==> src/rtl/plru_replacer.sv <==
// Per-set 3-bit tree-PLRU state for a 4-way cache: records hits and picks/claims victims.
// Optional build macro PLRU_INVALID_FIRST_EN: allocate prefers the lowest invalid way.
module plru_replacer #(
    parameter int NUM_SETS = 16,
    parameter int SET_W    = $clog2(NUM_SETS)
) (
    input  logic             clk,
    input  logic             rst,
    input  logic             flush,
    input  logic             req_valid,
    output logic             req_ready,
    input  logic             req_alloc,
    input  logic [SET_W-1:0] req_set,
    input  logic [1:0]       req_way,
    input  logic [3:0]       way_valid,
    output logic             rsp_valid,
    output logic [1:0]       rsp_way,
    output logic             busy
);

    typedef enum logic {ST_IDLE, ST_SWEEP} state_e;

    state_e           state_q, state_d;
    logic [SET_W-1:0] sweep_idx_q, sweep_idx_d;
    logic [2:0]       plru_q [NUM_SETS];
    logic [2:0]       plru_d [NUM_SETS];

    logic             s2_valid_q, s2_valid_d;
    logic             s2_alloc_q, s2_alloc_d;
    logic [SET_W-1:0] s2_set_q, s2_set_d;
    logic [1:0]       s2_way_q, s2_way_d;
    logic [2:0]       s2_bits_q, s2_bits_d;
    logic [3:0]       s2_wvalid_q, s2_wvalid_d;
    logic [1:0]       rsp_way_q, rsp_way_d;

    logic             accept;
    logic [1:0]       plru_victim, victim, touch_way;
    logic [2:0]       new_bits;

    always_comb begin
        state_d     = state_q;
        sweep_idx_d = sweep_idx_q;
        req_ready   = 1'b0;
        busy        = 1'b0;
        case (state_q)
            ST_IDLE: begin
                // flush takes priority, so ready drops in the same cycle
                req_ready = ~flush;
                if (flush) begin
                    state_d     = ST_SWEEP;
                    sweep_idx_d = '0;
                end
            end
            ST_SWEEP: begin
                busy = 1'b1;
                if (flush) begin
                    sweep_idx_d = '0;
                end else if (sweep_idx_q == SET_W'(NUM_SETS - 1)) begin
                    state_d = ST_IDLE;
                end else begin
                    sweep_idx_d = sweep_idx_q + 1'b1;
                end
            end
            default: state_d = ST_IDLE;
        endcase
    end

    assign accept = req_valid & req_ready;

    always_comb begin
        plru_victim = s2_bits_q[0] ? {1'b1, s2_bits_q[2]} : {1'b0, s2_bits_q[1]};
        victim      = plru_victim;
`ifdef PLRU_INVALID_FIRST_EN
        if (!s2_wvalid_q[0])      victim = 2'd0;
        else if (!s2_wvalid_q[1]) victim = 2'd1;
        else if (!s2_wvalid_q[2]) victim = 2'd2;
        else if (!s2_wvalid_q[3]) victim = 2'd3;
`endif
        touch_way   = s2_alloc_q ? victim : s2_way_q;
        new_bits    = s2_bits_q;
        new_bits[0] = ~touch_way[1];
        if (touch_way[1]) new_bits[2] = ~touch_way[0];
        else              new_bits[1] = ~touch_way[0];
    end

`ifndef PLRU_INVALID_FIRST_EN
    logic unused_wvalid;
    assign unused_wvalid = ^s2_wvalid_q;
`endif

    always_comb begin
        s2_valid_d  = accept;
        s2_alloc_d  = req_alloc;
        s2_set_d    = req_set;
        s2_way_d    = req_way;
        s2_wvalid_d = way_valid;
        // forward the in-flight write so same-set back-to-back requests see fresh bits
        s2_bits_d   = (s2_valid_q && s2_set_q == req_set) ? new_bits : plru_q[req_set];

        plru_d = plru_q;
        if (s2_valid_q) plru_d[s2_set_q] = new_bits;
        if (busy)       plru_d[sweep_idx_q] = 3'b000;

        rsp_valid = s2_valid_q & s2_alloc_q;
        rsp_way_d = rsp_valid ? victim : rsp_way_q;
        rsp_way   = rsp_way_d;
    end

    always_ff @(posedge clk) begin
        if (rst) begin
            state_q     <= ST_IDLE;
            sweep_idx_q <= '0;
            s2_valid_q  <= 1'b0;
            s2_alloc_q  <= 1'b0;
            s2_set_q    <= '0;
            s2_way_q    <= '0;
            s2_bits_q   <= '0;
            s2_wvalid_q <= '0;
            rsp_way_q   <= '0;
            for (int i = 0; i < NUM_SETS; i++) plru_q[i] <= 3'b000;
        end else begin
            state_q     <= state_d;
            sweep_idx_q <= sweep_idx_d;
            s2_valid_q  <= s2_valid_d;
            s2_alloc_q  <= s2_alloc_d;
            s2_set_q    <= s2_set_d;
            s2_way_q    <= s2_way_d;
            s2_bits_q   <= s2_bits_d;
            s2_wvalid_q <= s2_wvalid_d;
            rsp_way_q   <= rsp_way_d;
            for (int i = 0; i < NUM_SETS; i++) plru_q[i] <= plru_d[i];
        end
    end

endmodule

==> config.mk <==
export PLATFORM = sky130hd
export DESIGN_NAME = plru_replacer
export DESIGN_NICKNAME = d
export VERILOG_FILES = /design/src/rtl/plru_replacer.sv
export SDC_FILE = /design/constraint.sdc
export NUM_CORES = 1
export LEC_CHECK = 0
export ABC_CLOCK_PERIOD_IN_PS = 1900
export BUFFER_PORTS_ARGS = -buffer_cell sky130_fd_sc_hd__buf_2
export CORE_AREA = 2 2 86 96
export CTS_CLUSTER_SIZE = 14
export DETAILED_ROUTE_END_ITERATION = 6
export DIE_AREA = 0 0 88 98
export HOLD_SLACK_MARGIN = 0.12
export PLACE_DENSITY_LB_ADDON = 0.1
export SYNTH_ARGS = -nofsm -noshare
export SYNTH_HDL_FRONTEND = slang
export SYNTH_SLANG_ARGS = --single-unit
==> constraint.sdc <==
create_clock -name clk -period 1.9 [get_ports clk]
set_input_delay 0.38 -clock clk [delete_from_list [all_inputs] [get_ports clk]]
set_output_delay 0.38 -clock clk [all_outputs]
set_load 0.03 [all_outputs]
==> results.py <==
metrics = {
    "synth": {
        "post_synth_main_area_contributors": "sky130_fd_sc_hd__dfxtp_1 41%, sky130_fd_sc_hd__mux2i_1 10%, sky130_fd_sc_hd__mux4_2 8.4%",
        "synth_sequential_area_ratio_pct": 40.9,
        "synth_fp_nets": 357,
        "netlist.area_leader.share_pct": 40.9,
        "synth_cells": 338,
        "mappedNetlistArea_um2": 3230,
        "number_of_synthesized_register_bits": 66,
        "synthesis.area_per_instance_um2": 9.56,
        "synth_top_area_cell": "sky130_fd_sc_hd__dfxtp_1",
        "yosys_warnings": 0,
        "synth.distinct_cells": 42,
    },
    "min_path": {
        "timing.hold.worst.class": "in2reg",
    },
    "routing": {
        "dr_total_vias": 2440,
        "drtIter0Drc": 100,
        "routedWlPerCell_um": 16.0,
        "detail-route-antenna-nets": 0,
        "drt_first_pass_iters": 4,
        "routed_wl_um": 7460,
        "drc": 0,
        "avgViaCountPerCell": 5.24,
    },
    "layout": {
        "n_antenna_cell": 0,
        "fraction_of_layout_cells_with_a_size_suffix_above_1_pct": 19.8,
        "layout.filler_cells": 785,
        "nets": 372,
        "flow.area_growth_from_synthesis_pct": 10.8,
    },
    "timing": {
        "fin_clk_skew_ns": 0.00770,
        "finalHoldViolations": 0,
        "worst_slew_pin_slew_ns": 0.575,
        "finalWorstPathRequiredPeriod_ns": 1.76,
        "max-slew-margin-rel_pct": 61.7,
        "fin_tns_setup_ns": 0,
        "max_freq_ghz": 0.568,
        "min_period_over_period_pct": 92.6,
        "grt_setup_unrepaired": "false",
        "maxSlewViolCount": 0,
        "finalWorstSetupSlack_ns": 0.140,
        "timing.final.setup_violations": 0,
    },
    "pwr": {
        "pwr_density_cell_nw_per_um2": 794,
        "p_leak_nw": 1.27,
        "power.ir.vdd_worst_v": 0.000341,
        "post-layout-total-power_mw": 2.84,
    },
    "clock_network": {
        "clock_pin_slew_on_the_worst_setup_and_hold_paths_ns": 0.08,
        "clock_tree.htree_level_count": 3,
        "clock_tree.buffer_depth": 2,
        "cts_buffers": 9,
        "buffers_inserted_during_post_cts_setup_optimization": 0,
        "post_cts_hold_buffer_count": 0,
        "cts_resized": 0,
        "cts_root_buf": "sky130_fd_sc_hd__clkbuf_8",
        "worstSkewPairLatency_ns": 0.34,
        "tritoncts": "done",
        "numClockSinks": 66,
    },
    "floorplan": {
        "die-height_um": 98,
        "ioPinCount": 20,
        "placeableCoreArea_um2": 7700,
        "floorplan.die_area_um2": 8620,
        "starting_density_pct": 42.0,
        "die-width_um": 88,
        "core.rowCount": 34,
    },
    "critical_path": {
        "cp.arrival_ns": 1.38,
        "crit_fanout": 8,
        "timing.reg2reg.setup_slack_ns": 0.25,
        "crit_path_end_kind": "output pin",
        "crit_required_ns": 1.52,
        "timing_worst_setup_path_type": "reg2out",
        "critical_path_source_type": "register",
    },
    "global_route": {
        "grt_total_ovfl": 0,
        "grt_start_max_net_pins": 36,
        "globalRouteTotalUtil_pct": 18.9,
        "grt_pass1_wl_um": 12200,
        "antenna_found_initial": 0,
        "first_global_vias": 2368,
    },
    "placed_design": {
        "finalWeightedCongestion": 0.784,
        "place.detailed.hpwl_um": 5280,
        "port-buffer-count": 15,
        "pre_cts_slack_ns": 0.0834,
    },
    "job": {
        "max-cap-violations": 0,
    },
    "run_status": {
        "status": "completed",
    },
}
## worst paths after layout
path	start	to	cells past startpoint
worst min register to register	register	register	2
worst max register to register	s2_set_q[2]$_SDFF_PP0_	register	5
worst max-delay path	s2_valid_q$_SDFF_PP0_	rsp_way[1]	3
worst min-delay path	req_alloc	s2_alloc_q$_SDFF_PP0_	2
## per-layer routing
| layer | wire [µm] | share of wire, % | global-route usage, % |
|---|---|---|---|
| met3 | 212 | 2.8 | 3.47 |
| met1 | 3390 | 45 | 24.4 |
| met4 | 109 | 1.5 | 7.46 |
| met2 | 3750 | 50 | 30.9 |
| met5 | 0 | 0 | 0 |
## power breakdown
| part | leakage [nW] | switching, mW | internal [mW] |
|---|---|---|---|
| Clock | 0.0945 | 0.570 | 0.641 |
| Sequential | 0.535 | 0.0262 | 1.40 |
| Combinational | 0.639 | 0.128 | 0.0807 |
## layout make-up
type | instances | area, µm² | area share, %
clock inverters | 6 | 66.3 | 1.85
clock buffers | 10 | 138 | 3.85
well taps | 108 | 135 | 3.78
inverters | 3 | 11.3 | 0.315
flip-flops and latches | 66 | 1320 | 37.0
repair buffers | 26 | 158 | 4.41
multi-input cells | 247 | 1750 | 48.8
## cell families after synthesis
family	Yosys count	share of synthesized area [%]
adders and majority gates	4	1.55
DFF	66	40.9
AOI/OAI and AO/OA	59	11.3
xor gates and xnor gates	6	1.63
buffers and inverters	25	5.03
and+or+nand+nor	131	20.2
muxes	47	19.4
## layout by cell type, fill, tap and decap left out, types with 2 or more instances in the layout
cell type                    Yosys  routed
sky130_fd_sc_hd__nand2b_1        4       4
sky130_fd_sc_hd__nor2_1         44      44
sky130_fd_sc_hd__xor2_1          4       4
sky130_fd_sc_hd__nand3_1         9       9
sky130_fd_sc_hd__a21oi_1        18      18
sky130_fd_sc_hd__ha_1            4       4
sky130_fd_sc_hd__a31o_2          4       4
sky130_fd_sc_hd__buf_2           4      15
sky130_fd_sc_hd__nand2_1        28      28
sky130_fd_sc_hd__clkbuf_8        0      10
sky130_fd_sc_hd__nor3_1         12      12
sky130_fd_sc_hd__nor2b_1        11      11
sky130_fd_sc_hd__o21bai_1       11      11
sky130_fd_sc_hd__dfxtp_2         0       2
sky130_fd_sc_hd__xnor2_1         2       2
sky130_fd_sc_hd__buf_4           1      11
sky130_fd_sc_hd__inv_1           3       3
sky130_fd_sc_hd__dfxtp_1        66      64
sky130_fd_sc_hd__nand4b_1        2       2
sky130_fd_sc_hd__o21ai_0        18      18
sky130_fd_sc_hd__nand3b_1        3       3
sky130_fd_sc_hd__nor3_2          3       3
sky130_fd_sc_hd__a22oi_1         3       3
sky130_fd_sc_hd__or3_1           2       2
sky130_fd_sc_hd__mux4_2         12      12
sky130_fd_sc_hd__o21ai_1         2       2
sky130_fd_sc_hd__clkinvlp_4      0       3
sky130_fd_sc_hd__mux2i_1        33      33
sky130_fd_sc_hd__and3_1          4       4
## cells in the mapped netlist (all sizes together)
cell type and number:
or3 2, nor2 44, nand4b 2, ha 4, and3 4, or4 1, nand3 9, nor3 15
nor3b 1, nand2b 5, nor4b 1, and2 1, o211a 1, clkbuf 9, a21oi 18, xnor2 2
a22oi 3, a21o 1, o21ai 20, dfxtp 66, o21bai 11, a211o 1, inv 3, nand2 29
nand3b 3, nor4 2, mux4 12, mux2 2, or2 1, a31o 4, xor2 4, mux2i 33
nor2b 11, buf 13
## metrics by stage
step                instances  hold slack (ns)  area, µm²  utilization [%]
finish                    466            0.247       3580             46.5
global route              466            0.241       3580             46.5
CTS                       466            0.240       3580             46.4
detailed placement        450            0.468       3370             43.8
global placement          450            0.465       3370             43.8
floorplan                 338            0.447       3230                -
## worst max-delay path, cell delays in order (launching register included)
cell                      delay (ns)
sky130_fd_sc_hd__dfxtp_2        0.37
sky130_fd_sc_hd__nand2_1        0.13
sky130_fd_sc_hd__mux2_2         0.35
sky130_fd_sc_hd__buf_2          0.18
Power figures use the tool's default switching activity.
